[src/rtl/spi_mem_pkg.sv]
// Shared definitions for the SPI memory burst controller: opcodes, FSM states,
// SPI mode-0 clock polarity and a counter-width helper.
package spi_mem_pkg;

  localparam logic [7:0] OP_READ  = 8'h03;
  localparam logic [7:0] OP_WRITE = 8'h02;

  // Mode 0: SCK idles low, MOSI changes while SCK is low, MISO sampled at the end of the high phase
  localparam logic SPI_CPOL = 1'b0;
  localparam logic SCK_IDLE = SPI_CPOL;

  typedef enum logic [2:0] {
    S_IDLE,
    S_CMD,
    S_ADDR,
    S_DATA,
    S_HOLD,
    S_GAP
  } state_t;

  function automatic int unsigned cnt_width(input int unsigned n);
    return (n > 1) ? $clog2(n) : 1;
  endfunction

endpackage

[src/rtl/spi_bit_engine.sv]
// SPI mode-0 bit engine: shifts one byte MSB first, generates SCK and samples MISO.
// A load on the last cycle of a byte chains the next byte with no idle cycle.
module spi_bit_engine
  import spi_mem_pkg::*;
#(
  parameter int CLK_DIV = 2
) (
  input  logic       i_clk,
  input  logic       i_rst_n,
  input  logic       i_load,
  input  logic [7:0] i_data,
  input  logic       i_miso,
  output logic       o_sck,
  output logic       o_mosi,
  output logic       o_byte_last,
  output logic [7:0] o_rx_byte
);

  localparam int DIV_W = cnt_width(CLK_DIV);
  localparam logic [DIV_W-1:0] DIV_LAST = DIV_W'(CLK_DIV - 1);

  logic [7:0]       r_shift;
  logic [2:0]       r_bit_cnt;
  logic [DIV_W-1:0] r_div_cnt;
  logic             r_phase;
  logic             r_active;
  logic             r_sck;

  logic w_div_end;
  logic w_bit_end;

  assign w_div_end   = (r_div_cnt == DIV_LAST);
  assign w_bit_end   = r_active & r_phase & w_div_end;
  assign o_byte_last = w_bit_end & (r_bit_cnt == 3'd7);
  assign o_rx_byte   = {r_shift[6:0], i_miso};
  assign o_sck       = r_sck;
  assign o_mosi      = r_active & r_shift[7];

  always_ff @(posedge i_clk) begin
    if (!i_rst_n) begin
      r_shift   <= 8'h00;
      r_bit_cnt <= 3'd0;
      r_div_cnt <= '0;
      r_phase   <= 1'b0;
      r_active  <= 1'b0;
      r_sck     <= SCK_IDLE;
    end else if (i_load) begin
      r_shift   <= i_data;
      r_bit_cnt <= 3'd0;
      r_div_cnt <= '0;
      r_phase   <= 1'b0;
      r_active  <= 1'b1;
      r_sck     <= SCK_IDLE;
    end else if (r_active) begin
      if (w_div_end) begin
        r_div_cnt <= '0;
        if (!r_phase) begin
          r_phase <= 1'b1;
          r_sck   <= ~SCK_IDLE;
        end else begin
          // Sample on the last high cycle, then drop SCK for the next bit
          r_phase   <= 1'b0;
          r_sck     <= SCK_IDLE;
          r_shift   <= {r_shift[6:0], i_miso};
          r_bit_cnt <= r_bit_cnt + 3'd1;
          if (r_bit_cnt == 3'd7) r_active <= 1'b0;
        end
      end else begin
        r_div_cnt <= r_div_cnt + DIV_W'(1);
      end
    end
  end

endmodule

[src/rtl/spi_mem_burst_ctrl.sv]
// SPI mode-0 master issuing READ/WRITE bursts of 1..MAX_BURST bytes to an SPI SRAM/FRAM,
// with valid/ready byte streaming on the write side and a one-cycle rvalid pulse on reads.
module spi_mem_burst_ctrl
  import spi_mem_pkg::*;
#(
  parameter int ADDR_BYTES = 1,
  parameter int MAX_BURST  = 4,
  parameter int CLK_DIV    = 2,
  parameter int LEN_W      = cnt_width(MAX_BURST)
) (
  input  logic                    i_clk,
  input  logic                    i_rst_n,
  input  logic                    i_start,
  input  logic                    i_wr,
  input  logic [8*ADDR_BYTES-1:0] i_addr,
  input  logic [LEN_W-1:0]        i_len,
  input  logic [7:0]              i_wdata,
  input  logic                    i_wvalid,
  output logic                    o_wready,
  output logic [7:0]              o_rdata,
  output logic                    o_rvalid,
  output logic                    o_busy,
  output logic                    o_done,
  output logic                    o_spi_cs_n,
  output logic                    o_spi_sck,
  output logic                    o_spi_mosi,
  input  logic                    i_spi_miso
);

  localparam int AW    = 8 * ADDR_BYTES;
  localparam int DIV_W = cnt_width(CLK_DIV);
  localparam logic [DIV_W-1:0] DIV_LAST  = DIV_W'(CLK_DIV - 1);
  localparam logic [1:0]       ADDR_LAST = 2'(ADDR_BYTES - 1);

  state_t           r_state;
  logic             r_wr;
  logic [AW-1:0]    r_addr;
  logic [LEN_W-1:0] r_len;
  logic [LEN_W-1:0] r_byte_cnt;
  logic [1:0]       r_addr_cnt;
  logic             r_stall;
  logic [DIV_W-1:0] r_cnt;
  logic             r_cs_n;
  logic             r_busy;
  logic             r_done;
  logic             r_rvalid;
  logic [7:0]       r_rdata;

  logic       w_load;
  logic [7:0] w_load_data;
  logic       w_byte_last;
  logic [7:0] w_rx_byte;
  logic       w_last_addr;
  logic       w_last_data;
  logic       w_data_next;
  logic       w_need_byte;

  spi_bit_engine #(
    .CLK_DIV (CLK_DIV)
  ) u_bit_engine (
    .i_clk       (i_clk),
    .i_rst_n     (i_rst_n),
    .i_load      (w_load),
    .i_data      (w_load_data),
    .i_miso      (i_spi_miso),
    .o_sck       (o_spi_sck),
    .o_mosi      (o_spi_mosi),
    .o_byte_last (w_byte_last),
    .o_rx_byte   (w_rx_byte)
  );

  assign w_last_addr = (r_addr_cnt == ADDR_LAST);
  assign w_last_data = (r_byte_cnt == r_len);
  // A data byte must start next: after the final address byte or a non-final data byte
  assign w_data_next = w_byte_last &
                       (((r_state == S_ADDR) & w_last_addr) | ((r_state == S_DATA) & ~w_last_data));
  assign w_need_byte = w_data_next | r_stall;
  assign o_wready    = r_wr & w_need_byte;

  always_comb begin
    w_load      = 1'b0;
    w_load_data = 8'h00;
    case (r_state)
      S_IDLE: begin
        w_load      = i_start;
        w_load_data = i_wr ? OP_WRITE : OP_READ;
      end
      S_CMD, S_ADDR: begin
        if (w_byte_last && !((r_state == S_ADDR) && w_last_addr)) begin
          w_load      = 1'b1;
          w_load_data = r_addr[AW-1 -: 8];
        end
      end
      default: ;
    endcase
    if (w_need_byte) begin
      w_load      = !r_wr || i_wvalid;
      w_load_data = r_wr ? i_wdata : 8'h00;
    end
  end

  always_ff @(posedge i_clk) begin
    if (!i_rst_n) begin
      r_state    <= S_IDLE;
      r_wr       <= 1'b0;
      r_addr     <= '0;
      r_len      <= '0;
      r_byte_cnt <= '0;
      r_addr_cnt <= 2'd0;
      r_stall    <= 1'b0;
      r_cnt      <= '0;
      r_cs_n     <= 1'b1;
      r_busy     <= 1'b0;
      r_done     <= 1'b0;
      r_rvalid   <= 1'b0;
      r_rdata    <= 8'h00;
    end else begin
      r_done   <= 1'b0;
      r_rvalid <= 1'b0;
      case (r_state)
        S_IDLE: begin
          if (i_start) begin
            r_wr    <= i_wr;
            r_addr  <= i_addr;
            r_len   <= i_len;
            r_cs_n  <= 1'b0;
            r_busy  <= 1'b1;
            r_state <= S_CMD;
          end
        end
        S_CMD: begin
          if (w_byte_last) begin
            r_addr     <= r_addr << 8;
            r_addr_cnt <= 2'd0;
            r_state    <= S_ADDR;
          end
        end
        S_ADDR: begin
          if (w_byte_last) begin
            if (!w_last_addr) begin
              r_addr     <= r_addr << 8;
              r_addr_cnt <= r_addr_cnt + 2'd1;
            end else begin
              r_byte_cnt <= '0;
              r_stall    <= r_wr & ~i_wvalid;
              r_state    <= S_DATA;
            end
          end
        end
        S_DATA: begin
          if (r_stall && i_wvalid) r_stall <= 1'b0;
          if (w_byte_last) begin
            if (!r_wr) begin
              r_rdata  <= w_rx_byte;
              r_rvalid <= 1'b1;
            end
            if (w_last_data) begin
              r_cnt   <= '0;
              r_state <= S_HOLD;
            end else begin
              r_byte_cnt <= r_byte_cnt + LEN_W'(1);
              r_stall    <= r_wr & ~i_wvalid;
            end
          end
        end
        S_HOLD: begin
          if (r_cnt == DIV_LAST) begin
            r_cnt   <= '0;
            r_cs_n  <= 1'b1;
            r_done  <= 1'b1;
            r_state <= S_GAP;
          end else begin
            r_cnt <= r_cnt + DIV_W'(1);
          end
        end
        S_GAP: begin
          if (r_cnt == DIV_LAST) begin
            r_cnt   <= '0;
            r_busy  <= 1'b0;
            r_state <= S_IDLE;
          end else begin
            r_cnt <= r_cnt + DIV_W'(1);
          end
        end
        default: r_state <= S_IDLE;
      endcase
    end
  end

  assign o_spi_cs_n = r_cs_n;
  assign o_busy     = r_busy;
  assign o_done     = r_done;
  assign o_rvalid   = r_rvalid;
  assign o_rdata    = r_rdata;

endmodule

[config.mk]
export PLATFORM = sky130hd
export DESIGN_NAME = spi_mem_burst_ctrl
export DESIGN_NICKNAME = d
export VERILOG_FILES = /design/src/rtl/spi_mem_pkg.sv /design/src/rtl/spi_bit_engine.sv /design/src/rtl/spi_mem_burst_ctrl.sv
export SDC_FILE = /design/constraint.sdc
export NUM_CORES = 1
export LEC_CHECK = 0
export CAP_MARGIN = 20
export CORE_UTILIZATION = 49
export CTS_BUF_LIST = sky130_fd_sc_hd__clkbuf_8
export CTS_CLUSTER_DIAMETER = 80
export DETAILED_ROUTE_END_ITERATION = 10
export GPL_ROUTABILITY_DRIVEN = 0
export PLACE_DENSITY_LB_ADDON = 0.05
export SLEW_MARGIN = 15
export SYNTH_ARGS = -nofsm -noshare
export SYNTH_HDL_FRONTEND = slang
export SYNTH_SLANG_ARGS = --single-unit
[constraint.sdc]
create_clock -name i_clk -period 2.52 [get_ports i_clk]
set_input_delay 0.756 -clock i_clk [delete_from_list [all_inputs] [get_ports i_clk]]
set_output_delay 0.756 -clock i_clk [all_outputs]
set_load 0.005 [all_outputs]
==> results list <==
- The flow ran to the end, and the final reports show no timing, DRC or antenna violations.
* Synthesis warning total: 0
- The initial antenna violation count is 0.
- In the finished design, the share of the clock period the worst path needs comes to between 90% and 100%.
* Relative max-transition margin: approximately 70%
- Row generation in the floorplan step produced 24 rows.
- Wire length after detailed routing: 5660 um
- Before CTS, the worst setup slack after placement is -0.134 ns.
* Count of final hold-check violations: 0
- Of all nets on the critical path, the largest fanout is 3.
- The tightest hold path in the finished design has a slack of about 0.46 ns.
- Across all register-to-register paths, the minimum setup slack is about 0.12 ns.
- In the final layout, the share of cells above drive strength 1 is about a fifth.
- Number of nets in the synthesized netlist: between 200 and 300
* Vias/cell: between 5 and 6
- The internal portion of the total power is around 1.1 mW.
* Final critical-path setup slack: approximately 0.018 ns
- Summed over its instances, the top area cell type makes up between 40% and 50% of the synthesized netlist area.
- Switching component of the power: 0.369 mW
- Total gr overflow: 0
- For this design, the slowest cell found on the critical path is sky130_fd_sc_hd__dfxtp_2.
- The number of pins exceeding their max-slew limit in the final report came to 0.
- Maximum number of pins on one net before global-route repair: 38
* HPWL Detailed: 3990 um
- Worst IR drop on VDD: between 0.3 and 0.4 mV
- The first detailed-routing pass took 4 iterations.
* Vias in the first global route: around 1900
- Clock skew on the completed layout was measured at between 0.006 and 0.007 ns.
- Seq pwr share: ~50%
- For hold timing, the worst endpoint is r_addr_cnt[1].
* Synth async-reset ratio: 0%
- The final route contains between 2000 and 2500 vias.
- Peak per-stage delay on the critical path: ~0.36 ns
* Hold depth: 2
* Final total negative setup slack: 0 ns
* Vertical die dimension: between 60 and 70 um
* Width of the chip: around 70 um
* Initial drt markers: 124
- Yosys mapped a number of flops with a built-in enable equal to 0.
- In this run the deepest clock path goes through 2 buffers.
* Total standard cell area after synthesis: ~2200 um2
* Critical path required time: 1.76 ns
- Hold Crit Class: register to register
- Among all cell types in the netlist, the one instantiated most often is sky130_fd_sc_hd__dfxtp_1.
* Count of pins on the block boundary: 39
- Clock tree synthesis found a total of 46 sinks.
* Cell types with the largest area share after synthesis: sky130_fd_sc_hd__dfxtp_1 41%, sky130_fd_sc_hd__mux2i_1 8.9%, sky130_fd_sc_hd__nor2_1 6.5%, sky130_fd_sc_hd__a22oi_1 4.0%, sky130_fd_sc_hd__a21oi_1 3.3%
* Library cells used by synthesis: approximately 50
- Synth-to-Final Area Change: 35.5%
- Total number of nets in the final design: approximately 340
- Summed over all instances, the cell type with the most area after synthesis is sky130_fd_sc_hd__dfxtp_1.
- Leakage Power: between 1 and 1.5 nW
- Once layout is done, the placed cells without fillers occupy between 3000 and 4000 um2.
- Switch share: about a quarter
- Tightest Pin Transition: ~0.45 ns
- The number of clock buffers added by TritonCTS is 5.
* Post-layout power: around 1.5 mW
- For this run, the top clock speed supported by timing is between 300 and 400 MHz.
- The worst register-to-register path begins at u_bit_engine.r_bit_cnt[1].
* Number of port buffers: 38
* Post-detailed-route DRC marker count: 0
- The most numerous cell type found on the critical path is sky130_fd_sc_hd__ha_4.
- Clock edge transition at the registers on the reported setup and hold paths: 0.09 ns
- Startpoint type of the worst setup path: register
- The die covers ~4900 um2.
* CTS root buf: sky130_fd_sc_hd__clkbuf_8
- Insertion delay to the later sink of the worst-skew pair: approximately 0.3 ns
* WS Path Type: register to output port
* Cell Pwr Density: between 400 and 500 nW/um2
- Hold wc startpoint: r_addr_cnt[1]
- Total placed instance area: approximately 2800 um2
* Share of the yosys chip area belonging to registers: approximately two fifths
* Most common flop cell mapped by yosys: sky130_fd_sc_hd__dfxtp_1
- CTS built an H-tree with a depth of 2.
- The share of total power dissipated in combinational logic is 12.9%.
- Data on the critical path arrives at its endpoint at around 1.8 ns.
- The repair_antennas step left the layout with diodes totalling 0.
* Finish-stage setup viols: 0
- Number of max-capacitance violations reported: 0
* Critical path cell sequence: ha_4 > ha_4 > nand4_4 > a211o_1 > and2_4 > nor2_4 > buf_2
- Clock network fraction of design power: a little over a third
- Clock tree from TritonCTS: yes
* Antenna-violating nets left: 0
- Ranked by instance count, the synthesized netlist is headed by 46 x sky130_fd_sc_hd__dfxtp_1, 39 x sky130_fd_sc_hd__nor2_1, 20 x sky130_fd_sc_hd__mux2i_1.
* Area of the core: 4380 um2
- Synthesis produced approximately 250 cells.
- Dividing the detail-routed wire length by the instance count gives 15.6 um.
- Synthesis inferred 46 register bits.
- STA classifies the critical path endpoint as an output port.
- The endpoint identified for the worst register-to-register timing path is u_bit_engine.r_shift[7].
* Total global routing track utilization: 24.5%
- Initial Util: approximately 51%
- For the worst flop-to-flop path, the logic depth is 12.
* First-pass GRT wire length: around 9400 um
- After layout, the minimum clock period comes to around 2.5 ns.
* Avg Inst Size Synth: around 9 um2
## cells in the final DEF (no fill, tap or decap), drive strengths merged, types with 2 or more instances in the layout
master / n
dfxtp: 46
nor2: 40
clkdlybuf4s50: 37
buf: 34
mux2i: 20
a21oi: 16
nand2: 14
a22oi: 12
o21ai: 8
inv: 7
nand3: 6
nor3: 6
a221oi: 6
clkbuf: 5
and2: 5
o211ai: 4
xnor2: 3
a211o: 3
xor2: 3
or3b: 3
ha: 3
nand3b: 2
and4: 2
nand2b: 2
nor4: 2
o22ai: 2
clkinv: 2
a31oi: 2
a21o: 2
## metal layers
metal	routed length [um]	share of wire, %	vias to the layer above	track usage, %
met4	119	2.1	0	9.56
li1	-	-	1021	-
met1	2730	48	961	33.3
met5	0	0	-	0
met2	2600	46	60	38.9
met3	218	3.9	10	4.22
## critical path, delay by kind of cell (launching register included)
kind | cells | cell delay [ns]
flops | 1 | 0.36
buf+inv | 1 | 0.11
fa+ha+maj | 2 | 0.29
compound gates | 1 | 0.28
simple gates | 3 | 0.39
## worst max-delay path by stage
stage	start	to	slack, ns
after CTS	u_bit_engine.r_bit_cnt[1]	o_wready	0.01
after detailed placement	u_bit_engine.r_bit_cnt[0]	o_wready	-0.13
final	u_bit_engine.r_bit_cnt[1]	o_wready	0.02
after global routing	u_bit_engine.r_bit_cnt[1]	o_wready	-0.04
after floorplan	u_bit_engine.r_bit_cnt[0]	o_wready	0.07
after global placement	u_bit_engine.r_bit_cnt[0]	o_wready	-0.07
## logic make-up (layout without fill, tap and decap cells)
family                   count (synthesis)  in the layout  share of synthesized area (%)
AND/OR/NAND/NOR                         85             85                           18.8
AO/OA/AOI/OAI                           64             64                           21.9
flip-flops                              46             46                           41.0
buffers and inverters                   24             86                           4.85
multiplexers                            21             21                           9.43
XOR/XNOR                                 6              6                           2.34
adder cells (fa/ha/maj)                  3              3                           1.67
## registers in the layout, summed over array words and instances (netlist names), 2 cells and up
name                    cells
o_rdata                     8
r_addr                      8
r_addr_cnt                  2
r_byte_cnt                  2
r_len                       2
r_state                     3
u_bit_engine.r_bit_cnt      3
u_bit_engine.r_shift        8
## final cells by class
type,count,area [um2]
fillers,348,1340
repair buffers,71,623
inverters,7,26.3
flip-flops and latches,46,923
well taps,52,65.1
clock inverters,3,40.0
clock buffers,5,68.8
multi-input cells,179,1290
## repair_timing
item / 4_1_cts / 5_1_grt
endpoints found under the setup margin: 1 / 12
hold buffers: 0 / 0
buffers inserted: 5 / 0
resized for setup: 15 / 5
pin swaps: 6 / 1
## through the flow
stage / instances / utilization [%]
5_1_grt: 363 / 69.3
2_1_floorplan: 249 / -
3_3_place_gp: 350 / 64.2
3_5_place_dp: 350 / 64.2
6_report: 363 / 69.3
4_1_cts: 363 / 68.6
## power by group through the flow
stage                     registers (mW)  logic [mW]  clock network (mW)
after global placement             0.789       0.187                   0
after global routing               0.776       0.214               0.573
after detailed placement           0.788       0.189                   0
final                              0.773       0.195               0.545
after CTS                          0.772       0.192               0.548
after floorplan                    0.782       0.109                   0
Note: power is estimated with default switching activity, not from simulation.
